<file path="config.mk">
export PLATFORM = sky130hd
export DESIGN_NAME = nco_sweep_ctrl
export DESIGN_NICKNAME = d
export VERILOG_FILES = /design/src/rtl/nco_sweep_ctrl.sv
export SDC_FILE = /design/constraint.sdc
export NUM_CORES = 1
export LEC_CHECK = 0
export CAP_MARGIN = 20
export CORE_MARGIN = 5
export CORE_UTILIZATION = 51
export CTS_CLUSTER_DIAMETER = 100
export DETAILED_ROUTE_END_ITERATION = 7
export GPL_ROUTABILITY_DRIVEN = 0
export GPL_TIMING_DRIVEN = 0
export PLACE_DENSITY = 0.72
export SLEW_MARGIN = 20
export SYNTH_ARGS = -nofsm -noshare
export SYNTH_HDL_FRONTEND = slang
export SYNTH_SLANG_ARGS = --single-unit
</file>
<file path="constraint.sdc">
create_clock -name clk_in -period 3.8 [get_ports clk_in]
set_clock_uncertainty 0.05 [all_clocks]
set_input_delay 0.38 -clock clk_in [delete_from_list [all_inputs] [get_ports clk_in]]
set_output_delay 0.38 -clock clk_in [all_outputs]
set_load 0.02 [all_outputs]
</file>
<file path="src/rtl/nco_sweep_ctrl.sv">
`default_nettype none
// ============================================================================
// Module      : nco_sweep_ctrl
// Description : Stepped-frequency sweep controller driving an NCO frequency
//               control word, with dwell timing, looping and abort.
//               Optional macro SWEEP_BIDIR_EN: sweep returns to the start FCW.
// Revision    : 1.0 - initial release
// ============================================================================
module nco_sweep_ctrl #(
  parameter int NCO_FREQ_BITS = 4,
  parameter int DWELL_BITS    = 16
) (
  input  logic                     clk_in,
  input  logic                     rst_in,
  input  logic                     start_in,
  input  logic                     stop_in,
  input  logic                     loop_in,
  input  logic [NCO_FREQ_BITS-1:0] fcw_start_in,
  input  logic [NCO_FREQ_BITS-1:0] fcw_stop_in,
  input  logic [DWELL_BITS-1:0]    dwell_in,
  output logic [NCO_FREQ_BITS-1:0] fcw_out,
  output logic                     phase_rst_out,
  output logic                     busy_out,
  output logic                     done_out
);

  typedef enum logic [1:0] {
    ST_IDLE = 2'd0,
    ST_LOAD = 2'd1,
    ST_RUN  = 2'd2,
    ST_DONE = 2'd3
  } state_t;

  localparam logic [DWELL_BITS-1:0] c_dwell_one = {{(DWELL_BITS-1){1'b0}}, 1'b1};

  state_t                   state_q, state_d;
  logic [NCO_FREQ_BITS-1:0] fcw_q, fcw_d;
  logic                     phase_rst_q, phase_rst_d;
  logic                     busy_q, busy_d;
  logic                     done_q, done_d;
  logic [DWELL_BITS-1:0]    cnt_q, cnt_d;
  logic                     loop_q, loop_d;
  logic [NCO_FREQ_BITS-1:0] fcw_start_q, fcw_start_d;
  logic [NCO_FREQ_BITS-1:0] fcw_stop_q, fcw_stop_d;
  logic [DWELL_BITS-1:0]    dwell_q, dwell_d;
  logic                     dir_up_q, dir_up_d;
  logic [NCO_FREQ_BITS-1:0] w_target;
  logic [NCO_FREQ_BITS-1:0] w_step;
`ifdef SWEEP_BIDIR_EN
  logic                     rev_q, rev_d;
`endif

  always_comb begin
    state_d     = state_q;
    fcw_d       = fcw_q;
    phase_rst_d = 1'b0;
    done_d      = 1'b0;
    cnt_d       = cnt_q;
    loop_d      = loop_q;
    fcw_start_d = fcw_start_q;
    fcw_stop_d  = fcw_stop_q;
    dwell_d     = dwell_q;
    dir_up_d    = dir_up_q;
`ifdef SWEEP_BIDIR_EN
    rev_d       = rev_q;
    // On the return leg the sweep terminates at the start FCW.
    w_target    = rev_q ? fcw_start_q : fcw_stop_q;
`else
    w_target    = fcw_stop_q;
`endif
    w_step      = dir_up_q ? fcw_q + 1'b1 : fcw_q - 1'b1;

    case (state_q)
      ST_IDLE: begin
        fcw_d = '0;
        if (start_in && !stop_in) begin
          fcw_start_d = fcw_start_in;
          fcw_stop_d  = fcw_stop_in;
          dwell_d     = (dwell_in == '0) ? c_dwell_one : dwell_in;
          loop_d      = loop_in;
          state_d     = ST_LOAD;
        end
      end
      ST_LOAD: begin
        fcw_d       = fcw_start_q;
        phase_rst_d = 1'b1;
        cnt_d       = dwell_q - 1'b1;
        dir_up_d    = (fcw_stop_q >= fcw_start_q);
`ifdef SWEEP_BIDIR_EN
        rev_d       = 1'b0;
`endif
        state_d     = ST_RUN;
      end
      ST_RUN: begin
        if (cnt_q != '0) begin
          cnt_d = cnt_q - 1'b1;
        end else if (fcw_q == w_target) begin
`ifdef SWEEP_BIDIR_EN
          if (!rev_q && (fcw_start_q != fcw_stop_q)) begin
            // Turn around immediately so the end FCW is held only once.
            rev_d    = 1'b1;
            dir_up_d = !dir_up_q;
            fcw_d    = dir_up_q ? fcw_q - 1'b1 : fcw_q + 1'b1;
            cnt_d    = dwell_q - 1'b1;
          end else begin
            fcw_d   = '0;
            done_d  = 1'b1;
            state_d = ST_DONE;
          end
`else
          fcw_d   = '0;
          done_d  = 1'b1;
          state_d = ST_DONE;
`endif
        end else begin
          fcw_d = w_step;
          cnt_d = dwell_q - 1'b1;
        end
      end
      ST_DONE: begin
        fcw_d   = '0;
        state_d = loop_q ? ST_LOAD : ST_IDLE;
      end
      default: begin
        fcw_d   = '0;
        state_d = ST_IDLE;
      end
    endcase

    // Abort overrides start, completion and looping.
    if (stop_in && (state_q != ST_IDLE)) begin
      state_d     = ST_IDLE;
      fcw_d       = '0;
      phase_rst_d = 1'b0;
      done_d      = 1'b0;
      cnt_d       = '0;
      loop_d      = 1'b0;
    end

    busy_d = (state_d != ST_IDLE);
  end

  always_ff @(posedge clk_in) begin
    if (rst_in) begin
      state_q     <= ST_IDLE;
      fcw_q       <= '0;
      phase_rst_q <= 1'b0;
      busy_q      <= 1'b0;
      done_q      <= 1'b0;
      cnt_q       <= '0;
      loop_q      <= 1'b0;
      fcw_start_q <= '0;
      fcw_stop_q  <= '0;
      dwell_q     <= c_dwell_one;
      dir_up_q    <= 1'b1;
`ifdef SWEEP_BIDIR_EN
      rev_q       <= 1'b0;
`endif
    end else begin
      state_q     <= state_d;
      fcw_q       <= fcw_d;
      phase_rst_q <= phase_rst_d;
      busy_q      <= busy_d;
      done_q      <= done_d;
      cnt_q       <= cnt_d;
      loop_q      <= loop_d;
      fcw_start_q <= fcw_start_d;
      fcw_stop_q  <= fcw_stop_d;
      dwell_q     <= dwell_d;
      dir_up_q    <= dir_up_d;
`ifdef SWEEP_BIDIR_EN
      rev_q       <= rev_d;
`endif
    end
  end

  assign fcw_out       = fcw_q;
  assign phase_rst_out = phase_rst_q;
  assign busy_out      = busy_q;
  assign done_out      = done_q;

endmodule
`default_nettype wire

</file>
# Yosys cells after proc, flatten, opt, wreduce, memory -nomap -nowiden
# Cells that the tools add are included.
# Widths: inputs -> output; s select.
# classes
add_sub_neg	4
mul	0
div	0
n_lt_le_gt_ge	1
n_eq_ne	6
shift	0
muxes	16
bitwise	1
n_reduce_logical	14
# op_table
operator	count
$mux 16	3
$pmux 16 s2	1
$sub 16x1->16 const B	2
$logic_not 16->1	1
$reduce_bool 16->1	1
$mux 4	3
$pmux 4 s3	1
$mux 2	4
$pmux 2 s4	1
$reduce_bool 2->1	3
$add 4x1->4 const B	1
$eq 2x2->1 const B	2
$eq 4x4->1	1
$ge 4x4->1	1
$reduce_and 2->1	2
$reduce_or 2->1	2
$reduce_or 4->1	1
$sub 4x1->4 const B	1
$mux 1	3
$ne 3x3->1 const B	1
$eq 2x1->1 const B	1
$logic_and 1x1->1	2
$logic_not 2->1	1
$ne 2x2->1 const B	1
other kinds (2)	2
# totals
ff_bits	51
latchBits	0
mem_bits_rw	0
mem_bits_ro	0
in_bits	29
out_inout_bits	7
wordCells	53
memories	0

# Longest topological paths before layout
# depth
depth_word	6
mapped_depth	9
mapped_depth_nobuf	7

# Worst setup path after synthesis
# No wires, ideal clock.
# synth_path
path_kind	flip-flop to flip-flop
from	register dwell_q[0]
to	register cnt_q[12]
setup_time_ps	117
arrival_time_ps	1959
required_time_ps	3633
path_slack_ps	1674
path_stages_with_launch	8
path_buffers	0
synth_period_minus_slack_ps	2126
path_cell_list	dfxtp_1 > inv_1 > ha_1 > or3b_2 > nor4b_1 > xor2_1 > mux2_2 > a32o_1
# synth_between
elab_chain_cells	4
# synth_lines
item	line	rtl
start: declaration	45	logic [DWELL_BITS-1:0] dwell_q, dwell_d;
start signal: assignment	154	dwell_q <= c_dwell_one;
start signal: assignment	169	dwell_q <= dwell_d;
$sub 16x1->16 (*)	87, 117	
$mux 16	97	end else if (fcw_q == w_target) begin
$mux 16	95	if (cnt_q != '0) begin
$pmux 16 s2 (*)	73	case (state_q)
end signal: assignment	165	cnt_q <= cnt_d;
end: declaration	41	logic [DWELL_BITS-1:0] cnt_q, cnt_d;
# Every way passes the cells marked *; elsewhere a longest branch is shown, timed or not. The select of a mux whose other input is x is not followed.
# A chain may end at the register's enable or synchronous reset.

# Worst setup path after layout
# layout_path
from	register cnt_q[0]
to	register cnt_q[12]
# layout_between
elab_chain_cells	3
word_cells_on_any_way	6
cone_classes	add/sub (1); eq/ne (1); mux (2); reduce/logical (2)
# layout_lines
item	line
$sub 16x1->16 or $reduce_bool 16->1 (tied branches)	96, 95
$mux 16 or $ne 3x3->1 (tied branches)	n/a
$pmux 16 s2 or $reduce_and 2->1 (tied branches)	n/a
# Parallel ways exist; a longest one is shown, timed or not.

==> reports/results.tsv <==
metric	value	unit
drv_cap	0	
cp.arrival	2700	ps
hold_class	reg -> reg	
rows	28	
start_kind	flip-flop	
rr_endpoint	cnt_q[12]	
power	2.73	mW
syn_avg_cell_area	8.19	um^2
drt-initial-drc-count	234	
setup.worst_path.end_class	flip-flop	
track_usage	21.0	%
wirelength	7710	um
multi_input_area	0.00189	mm^2
fp.dieArea	0.00769	mm^2
ys_seq_area_share	33.2	%
hpwl	5890	um
io_buffers	34	
synth_edf_count	0	
n_antenna_cell	0	
root_buffer	clkbuf_8	
report.final.setup_viol	0	
ir_drop	0.296	mV
max_freq	393	MHz
die_w	87.7	um
avgViaCountPerCell	5.90	
min_to	dwell_q[13]	
synth_area	0.00308	mm^2
leakagePower	1.38	nW
cts_tree	yes	
status	completed	
wl_per_cell	15.6	um
grt_max_degree	17	
htreeDepth	2	
ios	36	
fin_setup_tns	0	ps
ant_nets	0	
ys_async_sr_fraction	0	%
placed_cell_area	0.00351	mm^2
fin_area	0.00360	mm^2
clock_latency	310	ps
tightest_slew	897	ps
synthToLayoutAreaGrowth	17.0	%
grt-ovfl-total	0	
synth_nets	419	
crit_fanout	10	
max_slew_margin	39.6	%
final_cell_mix	62 x nand2_1, 51 x dfxtp_1, 34 x clkdlybuf4s50_1, 32 x a21oi_1, 18 x nor2_1	
powerDensity	758	mW/mm^2
rr_worst_depth	9	
drive_gt1_share	7.18	%
min-delay-start	dwell_q[13]	
register_area	0.00102	mm^2
core	0.00589	mm^2
min_path_cells	2	
ys_warn_count	0	
rsz0062_at_grt	false	
r2r-start	cnt_q[0]	
min_period_over_period	67.0	%
worst_ep_required_time	3950	ps
ys_ff_latch	51	
die_y	87.7	um
antenna_found_initial	0	
cts_resized	0	
clk_path_buf_depth	2	
clk_pin_slew	100	ps
finalMaxSlewViolations	0	
vias	2909	
drc	0	
mostFrequentLayoutCell	nand2_1	
grt_pass1_wl	12900	um
numCtsBuffers	5	
grt_pass1_vias	2688	
crit_type	reg -> reg	
min_period	2550	ps
pre_cts_slack	1300	ps
synth-main-ff-cell	dfxtp_1	
synth_cell_types	62	
synthCells	376	
r2r_slack	1250	ps
dr.pass1.iters	7	
cts_setup_buffers	0	
fillers	547	
cts_hold_buffers	0	
cts.sinks	51	
fin_ws	1250	ps
start_util	52.3	%
nets	460	
hold_viol	0	
==> flip-flops by register name, summed over array words and instances, names as in the netlist <==
signal	cells
cnt_q	16
dwell_q	16
fcw_out	4
fcw_start_q	4
fcw_stop_q	4
state_q	2
busy_out	1
dir_up_q	1
done_out	1
loop_q	1
phase_rst_out	1
==> power by group <==
part,switching [mW],total (mW),internal (mW),leakage (nW)
clock,0.197,0.330,0.133,0.0418
sequential,0.104,0.739,0.634,0.415
combinational,1.01,1.66,0.652,0.927
total,1.31,2.73,1.42,1.38
==> critical path, cell delays in order, from the launching register on <==
cell and delay (ps):
dfxtp_1 420, inv_1 120, ha_1 210, nor3b_1 170, and2_1 150, buf_2 190, a41oi_2 290, clkbuf_1 370
o21ai_0 170, a32o_1 280
==> per-layer routing <==
metal / GRT usage [%] / share of wire [%] / vias up
li1: - / - / 1450
met1: 28.8 / 47 / 1335
met2: 34.1 / 46 / 115
met3: 3.48 / 6.6 / 9
met4: 6.14 / 1.1 / 0
met5: 0 / 0 / -
==> metrics by stage <==
| step | util, % | hold WS (ps) | std cells |
|---|---|---|---|
| finish | 61.2 | 437 | 493 |
| global route | 61.2 | 465 | 493 |
| CTS | 61.2 | 435 | 493 |
| detailed placement | 59.7 | 421 | 485 |
| global placement | 59.7 | 415 | 485 |
| floorplan | - | 387 | 376 |
==> worst max path at each step <==
stage,startpoint,end,slack (ps),cells past startpoint
after floorplan,dwell_q[0],cnt_q[12],1670,7
after global placement,cnt_q[0],cnt_q[9],1350,9
after detailed placement,cnt_q[0],cnt_q[12],1300,9
after CTS,cnt_q[0],cnt_q[12],1280,9
after global routing,cnt_q[0],cnt_q[10],1050,9
final,cnt_q[0],cnt_q[12],1250,9
==> cell usage after synthesis (2+ instances only) <==
cell | n | area [um^2]
mux2i_1 | 6 | 60.1
inv_1 | 16 | 60.1
a32o_1 | 9 | 90.1
ha_1 | 13 | 163
clkbuf_1 | 15 | 56.3
nor2b_1 | 2 | 12.5
a21oi_1 | 32 | 160
a211o_1 | 3 | 26.3
a311oi_1 | 2 | 17.5
mux2_2 | 4 | 45.0
nand2_1 | 62 | 233
xor2_1 | 10 | 87.6
nor4_1 | 7 | 43.8
or3_1 | 9 | 56.3
o31a_1 | 2 | 17.5
o221ai_1 | 2 | 17.5
buf_2 | 3 | 15.0
o2bb2ai_1 | 2 | 17.5
nand4_1 | 3 | 18.8
a21o_1 | 5 | 37.5
nor3_1 | 17 | 85.1
buf_4 | 3 | 22.5
a31oi_1 | 6 | 37.5
or4_1 | 4 | 30.0
nand3_1 | 4 | 20.0
nor2_1 | 18 | 67.6
or3b_2 | 2 | 17.5
o21ai_0 | 15 | 75.1
a41oi_1 | 3 | 26.3
xnor2_1 | 7 | 61.3
dfxtp_1 | 51 | 1020
and2_1 | 4 | 25.0
nand2b_1 | 3 | 18.8
a2111oi_4 | 2 | 55.1
nor3b_1 | 3 | 22.5
==> area by class of cell <==
type / instances / share of cell area, %
Clock buffer: 6 / 2.02
Tap cell: 75 / 2.61
Timing Repair Buffer: 34 / 9.45
Buffer: 22 / 2.92
Clock inverter: 2 / 0.452
Inverter: 16 / 1.67
Multi-Input combinational cell: 287 / 52.5
Sequential cell: 51 / 28.4
==> cell families after synthesis <==
group	share of synthesized area, %
XOR/XNOR	4.84
flip-flops	33.2
AND/OR/NAND/NOR	24.3
multiplexers	3.41
adder cells (fa/ha/maj)	5.94
AO/OA/AOI/OAI	23.0
buffers and inverters	5.37
No activity file was read; power rests on OpenSTA's default activity.
